[src/rtl/mem_access_ctrl_pkg.sv]
// Shared definitions for the data-memory access controller: bus widths,
// load/store codes, controller states and the access-size byte mask.
package mem_access_ctrl_pkg;

  localparam int AddrWidth = 32;
  localparam int DataWidth = 32;

  localparam logic [2:0] RdNoExec     = 3'b000;
  localparam logic [2:0] RdSignByte   = 3'b001;
  localparam logic [2:0] RdUnsignByte = 3'b010;
  localparam logic [2:0] RdSignHalf   = 3'b011;
  localparam logic [2:0] RdUnsignHalf = 3'b100;
  localparam logic [2:0] RdReadWord   = 3'b101;

  localparam logic [1:0] WrNone      = 2'b00;
  localparam logic [1:0] WrByte      = 2'b01;
  localparam logic [1:0] WrHalf      = 2'b10;
  localparam logic [1:0] WrWriteWord = 2'b11;

  typedef enum logic [1:0] {
    IDLE   = 2'd0,
    ACCESS = 2'd1,
    RESP   = 2'd2
  } ctrlStateT;

  // Keeps only the bytes a store of the given size actually writes.
  function automatic logic [DataWidth-1:0] sizeMask(input logic [2:0] size);
    case (size)
      3'd1:    return {{(DataWidth-8){1'b0}}, 8'hFF};
      3'd2:    return {{(DataWidth-16){1'b0}}, 16'hFFFF};
      3'd4:    return {DataWidth{1'b1}};
      default: return '0;
    endcase
  endfunction

endpackage

[src/rtl/mem_access_ctrl_req_check.sv]
// Combinational request decode: access size in bytes and the legality of the
// code pair, alignment and address range.
module mem_req_check
  import mem_access_ctrl_pkg::*;
#(
  parameter int RAMLENGTH = 10
) (
  input  logic [2:0]           reqRead,
  input  logic [1:0]           reqWrite,
  input  logic [AddrWidth-1:0] reqAddr,
  output logic                 illegal,
  output logic [2:0]           size
);

  localparam logic [AddrWidth:0] RamLimit = (AddrWidth+1)'(RAMLENGTH);

  logic               codeBad;
  logic               alignBad;
  logic [AddrWidth:0] lastByte;

  always_comb begin
    size    = 3'd0;
    codeBad = ((reqRead != RdNoExec) == (reqWrite != WrNone));
    case (reqRead)
      RdNoExec: begin
        case (reqWrite)
          WrByte:      size = 3'd1;
          WrHalf:      size = 3'd2;
          WrWriteWord: size = 3'd4;
          default:     size = 3'd0;
        endcase
      end
      RdSignByte, RdUnsignByte: size = 3'd1;
      RdSignHalf, RdUnsignHalf: size = 3'd2;
      RdReadWord:               size = 3'd4;
      default:                  codeBad = 1'b1;
    endcase

    alignBad = ((size == 3'd2) && reqAddr[0]) ||
               ((size == 3'd4) && (reqAddr[1:0] != 2'b00));

    // One extra bit so an access running past the top of the address space
    // lands above RamLimit instead of wrapping back into range.
    lastByte = {1'b0, reqAddr} + (AddrWidth+1)'(size) - (AddrWidth+1)'(1);

    illegal = codeBad || alignBad || (lastByte >= RamLimit);
  end

endmodule

[src/rtl/mem_access_ctrl.sv]
// Single-outstanding data-memory access controller: accepts a load/store,
// drives the memory bus for one cycle and returns a one-cycle response.
module mem_access_ctrl
  import mem_access_ctrl_pkg::*;
#(
  parameter int RAMLENGTH = 10
) (
  input  logic                 clk1,
  input  logic                 rst_n,
  input  logic                 ReqValid,
  output logic                 ReqReady,
  input  logic [2:0]           ReqRead,
  input  logic [1:0]           ReqWrite,
  input  logic [AddrWidth-1:0] ReqAddr,
  input  logic [DataWidth-1:0] ReqWData,
  output logic                 RespValid,
  output logic [DataWidth-1:0] RespData,
  output logic                 RespErr,
  output logic [AddrWidth-1:0] MemAddr,
  output logic [DataWidth-1:0] MemDataIn,
  output logic [2:0]           Read,
  output logic [1:0]           Write,
  input  logic [DataWidth-1:0] MemDataOut
);

  // state  | meaning
  // IDLE   | no request in flight, ready to accept
  // ACCESS | bus driven for one cycle, memory samples on the falling edge
  // RESP   | response pulse out, can accept the next request

  ctrlStateT            state, stateNxt;
  logic                 accept;
  logic                 reqIllegal;
  logic [2:0]           reqSize;
  logic                 respValidNxt, respErrNxt;
  logic [DataWidth-1:0] respDataNxt, memDataInNxt;
  logic [AddrWidth-1:0] memAddrNxt;
  logic [2:0]           readNxt;
  logic [1:0]           writeNxt;

  mem_req_check #(.RAMLENGTH(RAMLENGTH)) uReqCheck (
    .reqRead  (ReqRead),
    .reqWrite (ReqWrite),
    .reqAddr  (ReqAddr),
    .illegal  (reqIllegal),
    .size     (reqSize)
  );

  assign ReqReady = (state != ACCESS);
  assign accept   = ReqValid && ReqReady;

  always_comb begin
    stateNxt     = state;
    respValidNxt = 1'b0;
    respErrNxt   = 1'b0;
    respDataNxt  = '0;
    memAddrNxt   = '0;
    memDataInNxt = '0;
    readNxt      = RdNoExec;
    writeNxt     = WrNone;
    case (state)
      ACCESS: begin
        stateNxt     = RESP;
        respValidNxt = 1'b1;
        respDataNxt  = (Read != RdNoExec) ? MemDataOut : '0;
      end
      default: begin
        if (accept && reqIllegal) begin
          stateNxt     = RESP;
          respValidNxt = 1'b1;
          respErrNxt   = 1'b1;
        end else if (accept) begin
          stateNxt     = ACCESS;
          readNxt      = ReqRead;
          writeNxt     = ReqWrite;
          memAddrNxt   = ReqAddr;
          memDataInNxt = ReqWData & sizeMask(reqSize);
        end else begin
          stateNxt = IDLE;
        end
      end
    endcase
  end

  always_ff @(posedge clk1 or negedge rst_n) begin
    if (!rst_n) begin
      state     <= IDLE;
      RespValid <= 1'b0;
      RespErr   <= 1'b0;
      RespData  <= '0;
      MemAddr   <= '0;
      MemDataIn <= '0;
      Read      <= RdNoExec;
      Write     <= WrNone;
    end else begin
      state     <= stateNxt;
      RespValid <= respValidNxt;
      RespErr   <= respErrNxt;
      RespData  <= respDataNxt;
      MemAddr   <= memAddrNxt;
      MemDataIn <= memDataInNxt;
      Read      <= readNxt;
      Write     <= writeNxt;
    end
  end

endmodule

[config.mk]
export PLATFORM = sky130hd
export DESIGN_NAME = mem_access_ctrl
export DESIGN_NICKNAME = d
export VERILOG_FILES = /design/src/rtl/mem_access_ctrl_pkg.sv /design/src/rtl/mem_access_ctrl_req_check.sv /design/src/rtl/mem_access_ctrl.sv
export SDC_FILE = /design/constraint.sdc
export NUM_CORES = 1
export LEC_CHECK = 0
export CORE_ASPECT_RATIO = 1.1
export CORE_MARGIN = 2
export CORE_UTILIZATION = 46
export CTS_BUF_LIST = sky130_fd_sc_hd__clkbuf_16
export DETAILED_ROUTE_END_ITERATION = 8
export PLACE_DENSITY = 0.78
export SLEW_MARGIN = 20
export SYNTH_ARGS = -nofsm -noshare
export SYNTH_HDL_FRONTEND = slang
export SYNTH_SLANG_ARGS = --single-unit
[constraint.sdc]
create_clock -name clk1 -period 1.71 [get_ports clk1]
set_clock_uncertainty 0.1 [all_clocks]
set_input_delay 0.342 -clock clk1 [delete_from_list [all_inputs] [get_ports clk1]]
set_output_delay 0.342 -clock clk1 [all_outputs]
set_load 0.02 [all_outputs]
* Word level (Yosys, flattened, before mapping)
Index checks and enable logic that the tools add are counted.
Storage, ports and cells: register bits 105, input port bits 104, output and inout bits 104, logic and storage cells 68
Cells by class: $add $sub $neg 2, order comparisons 1, eq/ne operators 14, mux-type cells 27, bitwise logic cells 1, reductions and logical operators 15
Operators with widths (number):
- $mux 32 | 11
- $pmux 32 s3 | 1
- $add 32x3->33 | 1
- $ge 33x4->1 const B | 1
- $sub 33x1->33 const B | 1
- $and 32x32->32 | 1
- $pmux 3 s4 | 1
- $mux 2 | 5
- $eq 3x2->1 const B | 3
- $eq 3x3->1 const B | 3
- $mux 3 | 3
- $pmux 3 s3 | 1
- $eq 3x1->1 const B | 2
- $reduce_bool 3->1 | 2
- $reduce_or 6->1 | 1
- $mux 1 | 5
- $eq 2x1->1 const B | 2
- $eq 2x2->1 const B | 2
- $logic_and 1x1->1 | 4
- $reduce_bool 2->1 | 2
- $reduce_or 2->1 | 2
- $logic_not 3->1 | 1
- $logic_or 1x1->1 | 3
- $ne 2x1->1 const B | 1
- $eq 1x1->1 | 1

* Depth between registers and ports, before layout
depth in word-level cells 15, gate-level depth with buffers 19, gate-level depth less buffers 17

* Modules after synthesis
From an unflattened synthesis, not the netlist that was laid out.
Unflattened totals: cell total of the unflattened synthesis 566, area, all modules 5795.6 um^2
By module, submodules not included:
- mem_access_ctrl | times used 1, cells an instance 230, area an instance 3537.1 um^2, seq. area each 2602.5 um^2
- mem_req_check | times used 1, cells an instance 336, area an instance 2258.4 um^2, seq. area each 0.0 um^2

* Worst setup path before layout
No wires, ideal clock.
path type input to register, start point in ReqRead[2], end point reg MemDataIn[10], setup time 82 ps, arrival time 4461 ps, data required time 1528 ps, slack -2933 ps, cell stages on the path 18, path buffers 3, path through buf_2 nand4bb_1 a21oi_1 clkbuf_1 inv_1 ha_1 inv_1 ha_1 a21o_1 and4_1 or3_1 a222oi_1 or4b_1 nor4_1 and4b_1 nand4_2 buf_4 nor3_2
On the way: word-level cells in the longest chain between the ends 12, elaborated cells between the ends (all ways) 33, classes of those cells add/sub: 2; order compare: 1; eq/ne: 9; mux: 9; bitwise: 1; reduce/logical: 11
Ends and longest elaborated chain:
- from (decl) | RTL line mem_access_ctrl.sv:12 | input logic [2:0] ReqRead,
- branches (longest 10 deep; another with $add 32x3->33)
- $mux 32 (*) | RTL line mem_access_ctrl.sv:68 | if (accept && reqIllegal) begin
- $mux 32 (*) | RTL line mem_access_ctrl.sv:61 | case (state)
- via memDataInNxt[10] | RTL line mem_access_ctrl.sv:36 | logic [DataWidth-1:0] respDataNxt, memDataInNxt;
- to (signal assigned) | RTL line mem_access_ctrl.sv:101 | MemDataIn <= memDataInNxt;
- to (decl) | RTL line mem_access_ctrl.sv:20 | output logic [DataWidth-1:0] MemDataIn,
Mark *: on every way through the listed nets, which the timed path passes. The select of a mux whose other input is x is not followed.

* Final worst setup path
start point in ReqRead[2], end point reg MemDataIn[14]
Same word-level chain as after synthesis.

==> results_dict.tcl <==
set metrics [dict create \
    pre_cts_slack_ns -3.28 \
    synth_area_leaders "dfrtp_1 (44%), ha_1 (7.2%), nor3_2 (6.6%)" \
    worstHoldPathType "in2async" \
    coreArea_um2 12600 \
    dpl_cell_area_um2 9700 \
    syn_area_um2 5920 \
    avgSynthCellArea_um2 9.35 \
    drt_wl_total_um 26200 \
    synthXorXnorAreaFrac_pct 1.78 \
    fin_hold_ws_ns 0.227 \
    cts_buffers 9 \
    drc 0 \
    via_per_inst 5.81 \
    die_area_um2 13800 \
    r2r_start "RespValid" \
    synth_cells 633 \
    htree_levels 3 \
    grt_usage_pct 35.1 \
    status "finished, violations left" \
    drive_above_1_share_pct 32.6 \
    tightest_slew_ns 0.498 \
    synth.largest_area_cell "dfrtp_1" \
    synthAdderAreaFrac_pct 7.52 \
    violations "setup timing" \
    initial_core_util_pct 47.0 \
    grt_pass1_wl_um 37300 \
    synthFlopType "dfrtp_1" \
    routedWlPerCell_um 22.2 \
    synthSimpleGateAreaFrac_pct 24.5 \
    ys_ff_latch 104 \
    fmax_mhz 247 \
    grt_max_degree 70 \
    antenna_found_initial 0 \
    fin_nets 1156 \
    port_buffers 207 \
    die_x_um 112 \
    drt_iter0_drc 627 \
    cts_tree "yes" \
    hold_viol 0 \
    synth_edf_count 0 \
    regArea_um2 2600 \
    cts.sinks 104 \
    endpoint_kind "register" \
    rows 43 \
    die_h_um 123 \
    max-cap-violations 0 \
    fin_crit_ns 4.06 \
    dp_hpwl_um 16700 \
    syn_nets 772 \
    cellLeakagePower_nw 5.48 \
    overflow 0 \
    relSlewSlack_pct 66.4 \
    post-route-period-util_pct 237 \
    start_kind "input pin" \
    yosysSeqAreaShare_pct 44.0 \
    ios 208 \
    synth_top_area_share_pct 44.0 \
    multiInputGateArea_um2 3460 \
    synth-compound-area-share_pct 14.7 \
    yosysMostFrequentCell "dfrtp_1" \
    crit_required_ns 1.88 \
    grt_pass1_vias 6915 \
    ys_top_cells_by_count "dfrtp_1 (104), inv_1 (62), nand2_1 (55), nor3_1 (40), nor3_2 (39)" \
    clk_latency_ns 0.37 \
    yosys.cell_types.count 64 \
    firstDrtPassIters 5 \
    cts.clk_slew.worst_paths_ns 0.07 \
    crit_fanout 13 \
    finalSetupViolations 72 \
    ant_nets 0 \
    stdcell_area_um2 10500 \
    criticalPathCategory "in2reg" \
    syn_to_final_growth_pct 76.8 \
    antennaDiodeCount 0 \
    fin_ws_ns -2.35 \
    ir_drop_mv 0.825 \
    synth_top_family_by_area "simple AND/OR/NAND/NOR gates" \
    cts.path.max_buffers 2 \
    fillers 692 \
    async_flop_share_pct 100 \
    cts_root_buffer "clkbuf_16" \
    rsz0062_at_grt "yes" \
    powerDensity_nw_per_um2 639 \
    num_vias 6847 \
    muxShareOfSynthArea_pct 1.04 \
    ys_warn_count 0 \
    cp_data_arrival_time_ns 4.23 \
    finalMaxSlewViolations 0 \
    startpoint "ReqRead[2]" \
    gp_congestion 0.920 \
]
sequential cells by signal (all words and copies together), names as in the netlist:
signal / cells
RespData: 32
RespValid: 1
MemAddr: 32
RespErr: 1
MemDataIn: 32
state: 1
Write: 2
Read: 3
worst max-delay path: stages:
cell and delay, ns:
buf_8 0.11, nand4bb_4 0.23, a21oi_4 0.20, inv_4 0.05
ha_4 0.26, inv_2 0.04, ha_4 0.24, a21o_1 0.13
and4_1 0.22, buf_4 0.11, buf_4 0.10, o21ai_1 0.07
a222oi_1 0.33, or4b_4 0.53, nor4_4 0.25, and4b_2 0.31
nand4_4 0.18, buf_4 0.21, buf_16 0.15, nor3_2 0.15
cell usage in the layout (no fill, tap or decap), types with 3 or more instances in the layout:
cell type        synthesis  layout
buf_16                   0       5
nor3_4                   0      28
xor2_1                   6       6
buf_4                    3     187
nand4_1                 13      13
o21a_1                  11      11
nand2b_1                 4       4
o21ai_0                 22      17
buf_6                    0       4
o211ai_1                 5       5
mux2i_1                  5       5
ha_1                    34      31
o21bai_1                 3       3
nand3_1                 10      10
a21oi_2                  1       4
dlygate4sd2_1            0     104
nor3_2                  39      41
o21ai_1                  2       6
o22ai_1                  4       4
buf_12                   0       7
and2_1                  33      33
nor3_1                  40      10
or3_1                    5       5
xnor2_1                  6       6
clkdlybuf4s50_1          0      95
nor2_1                  29      26
clkbuf_16                0      10
inv_1                   62      58
a21o_1                  10      10
nand2_1                 55      53
a21oi_1                 37      33
inv_2                    0       4
nor2_4                   0       3
dfrtp_1                104     104
logic make-up after synthesis:
kind of cell             Yosys count
AND/OR/NAND/NOR                  247
AO/OA/AOI/OAI                    131
flip-flops                       104
buffers and inverters             98
adder cells (fa/ha/maj)           35
XOR/XNOR                          12
multiplexers                       6
layer usage:
| metal | track usage [%] | routed length, µm | vias up |
|---|---|---|---|
| li1 | - | - | 2981 |
| met1 | 39.7 | 9150 | 3263 |
| met2 | 65.2 | 13300 | 469 |
| met3 | 7.65 | 2110 | 134 |
| met4 | 12.7 | 1630 | 0 |
| met5 | 0 | 0 | - |
report_power, final:
| group | switching, W | internal (W) | total, W |
|---|---|---|---|
| registers | 0.000000693 | 0.00246 | 0.00246 |
| clock network | 0.00106 | 0.00116 | 0.00221 |
| logic | 0.00102 | 0.000999 | 0.00202 |
repair_timing:
action	in CTS	in global routing
endpoints found under the hold margin	80	0
cloned	5	1
hold buffers	1	0
gates resized for setup	164	51
pin swaps	14	8
buffers inserted	9	1
endpoints found under the setup margin	176	73
cell type report:
type | instances | share of cell area, %
Timing Repair Buffer | 409 | 35.0
Multi-Input combinational cell | 431 | 33.1
Sequential cell | 104 | 24.9
Inverter | 62 | 2.25
Clock buffer | 9 | 2.15
Tap cell | 157 | 1.88
Clock inverter | 7 | 0.753
path summary, 6_finish.rpt:
| check | endpoint | slack [ns] | depth (start not counted) |
|---|---|---|---|
| worst max-delay path | MemDataIn[14] | -2.35 | 20 |
| worst min-delay path | MemAddr[27] | 0.23 | 2 |
| worst max register to register | MemAddr[14] | 0.16 | 5 |
| worst min register to register | RespValid | 0.63 | 3 |
| max in group asynchronous | MemAddr[21] | 0.67 | 3 |
| min in group clk1 | Write[1] | 0.27 | 4 |
per-stage QoR:
step	std cells	setup TNS, ns	utilization [%]	power, W
4_1_cts	1177	-156.35	81.2	0.00651
3_5_place_dp	1146	-227.12	77.0	0.00430
2_1_floorplan	633	-177.11	-	0.00331
3_3_place_gp	1146	-213.51	77.0	0.00427
5_1_grt	1179	-167.54	83.1	0.00692
6_report	1179	-162.21	83.1	0.00669
(Power assumes the default switching activity.)
==> variant: new RTL, same settings <==
`RAMLENGTH` is set to 10 in 2 places; all go to 5.
--- a/src/rtl/mem_access_ctrl_req_check.sv
+++ b/src/rtl/mem_access_ctrl_req_check.sv
@@ -3,7 +3,7 @@
 module mem_req_check
   import mem_access_ctrl_pkg::*;
 #(
-  parameter int RAMLENGTH = 10
+  parameter int RAMLENGTH = 5
 ) (
   input  logic [2:0]           reqRead,
   input  logic [1:0]           reqWrite,
--- a/src/rtl/mem_access_ctrl.sv
+++ b/src/rtl/mem_access_ctrl.sv
@@ -3,7 +3,7 @@
 module mem_access_ctrl
   import mem_access_ctrl_pkg::*;
 #(
-  parameter int RAMLENGTH = 10
+  parameter int RAMLENGTH = 5
 ) (
   input  logic                 clk1,
   input  logic                 rst_n,
Behaviour: not the same (a bounded check fails within 4 cycles, from zero or initial values and one cycle with rst_n low).
==> variant against the unedited design <==
The flow still finishes with violations (setup timing). Synthesized cell count grew 3.9%. Total power fell by 2.1%. Setup slack got worse by 0.13 ns. Design area increased by 3.2%. Sequential cell count stayed put. Combinational power increased by 4%. Synthesized area grew 5.2%. Routed wire length is 2.7% lower. Critical path type unchanged. Largest power group unchanged.
==> variant: results <==
{
  "clock_insertion_delay_worst_skew_ns": 0.35,
  "setup.worst_path.start": "ReqRead[1]",
  "critPathMaxStageDelay_ns": 0.55,
  "drive_above_1_share": 0.3286,
  "leakage_nw": 5.770,
  "seq_area_frac_synth": 0.4178,
  "post_synth_num_cell_types": 61,
  "crit_arrival_ns": 4.36,
  "run_status": "finished with violations",
  "fill_count": 735,
  "violations": "setup timing",
  "tightestPinTransition_ns": 0.5660,
  "detailedPlacementHpwl_um": 16500,
  "powerDensity_mw_per_mm2": 606.6,
  "yosys-top-cells-count": "sky130_fd_sc_hd__dfrtp_1 (104), sky130_fd_sc_hd__nor3_2 (69), sky130_fd_sc_hd__nand2_1 (65)",
  "reg2reg_to": "MemDataIn[24]",
  "gp_routability_congestion": 0.9892,
  "routed_wl_um": 25490,
  "holdCritPathClass": "primary input to flip-flop",
  "worst_setup_path_endpoint": "Read[2]",
  "r2r_slack_ns": 0.07,
  "grt_use_total": 0.3271,
  "yosys-top-cells-area": "sky130_fd_sc_hd__dfrtp_1 (42%), sky130_fd_sc_hd__nor3_2 (11%), sky130_fd_sc_hd__ha_1 (6.8%)",
  "initial_detailed_routing_violation_count": 585,
  "drt_pre_antenna_iters": 6,
  "first_pass_grt_wire_length_um": 37060,
  "final_net_count": 1188,
  "final.setup.worst_slack_ns": -2.481,
  "mappedNetlistNets": 797,
  "irDropWorstVdd_mv": 0.4924,
  "setup_violations": 72
}
variant: where the power goes:
group          switching, mW  internal [mW]  leakage, nW
clock network          0.993           1.00        0.134
logic                   1.06           1.04         4.19
registers            0.00152           2.46         1.45
variant: timing repair:
action                     4_1_cts  5_1_grt
resized for setup              146       53
buffers inserted                 9        1
hold buffers                     1        0
pin swaps                       18       10
hold endpoints to repair        27        0
setup endpoints to repair      158       90
cloned                           8        1
variant: worst min-delay path, cell delays in order:
cell	delay, ns
sky130_fd_sc_hd__buf_2	0.13
sky130_fd_sc_hd__inv_1	0.07
sky130_fd_sc_hd__nor3_2	0.05
variant: worst min-delay path by stage:
stage | endpoint | from | slack, ns
2_1_floorplan | MemAddr[0] | rst_n | -0.05
3_3_place_gp | MemDataIn[16] | rst_n | 0.19
3_5_place_dp | MemDataIn[15] | rst_n | 0.20
4_1_cts | Read[0] | ReqRead[0] | 0.13
5_1_grt | Write[1] | ReqWrite[1] | 0.17
6_report | Write[1] | ReqWrite[1] | 0.18
variant: final cells by class:
class	count	share of cell area
repair buffers	419	0.3594
multi-input cells	455	0.3331
flip-flops and latches	104	0.2409
inverters	60	0.02200
clock buffers	9	0.02085
well taps	161	0.01865
clock inverters	6	0.004980
diodes	1	0.0002316
variant: routing by layer:
layer  routed length [um]  part of all wire  global-route usage  up-vias
li1                     -                 -                   -     3102
met1                 9394              0.37              0.3734     3320
met2                13270              0.52              0.6007      337
met3                 1696             0.067             0.05390       86
met4                 1132             0.044              0.1290        0
met5                    0                 0                   0        -
variant: stage by stage:
stage	setup WS, ns	std cells	area [sq um]	util	hold slack (ns)
after detailed placement	-3.190	1182	9976	0.7550	0.1984
after floorplan	-2.499	658	6401	-	-0.05359
after CTS	-2.572	1214	10590	0.8012	0.1316
final	-2.481	1215	10800	0.8177	0.1783
after global routing	-2.569	1215	10800	0.8177	0.1682
after global placement	-3.066	1182	9976	0.7550	0.1939
variant: cell families after synthesis:
logic type / Yosys count / share of synthesized area
AO/OA/AOI/OAI: 133 / 0.1420
XOR/XNOR: 14 / 0.01968
adder cells (fa/ha/maj): 35 / 0.07150
buffers and inverters: 99 / 0.06909
flip-flops: 104 / 0.4178
multiplexers: 5 / 0.008235
AND/OR/NAND/NOR: 268 / 0.2717
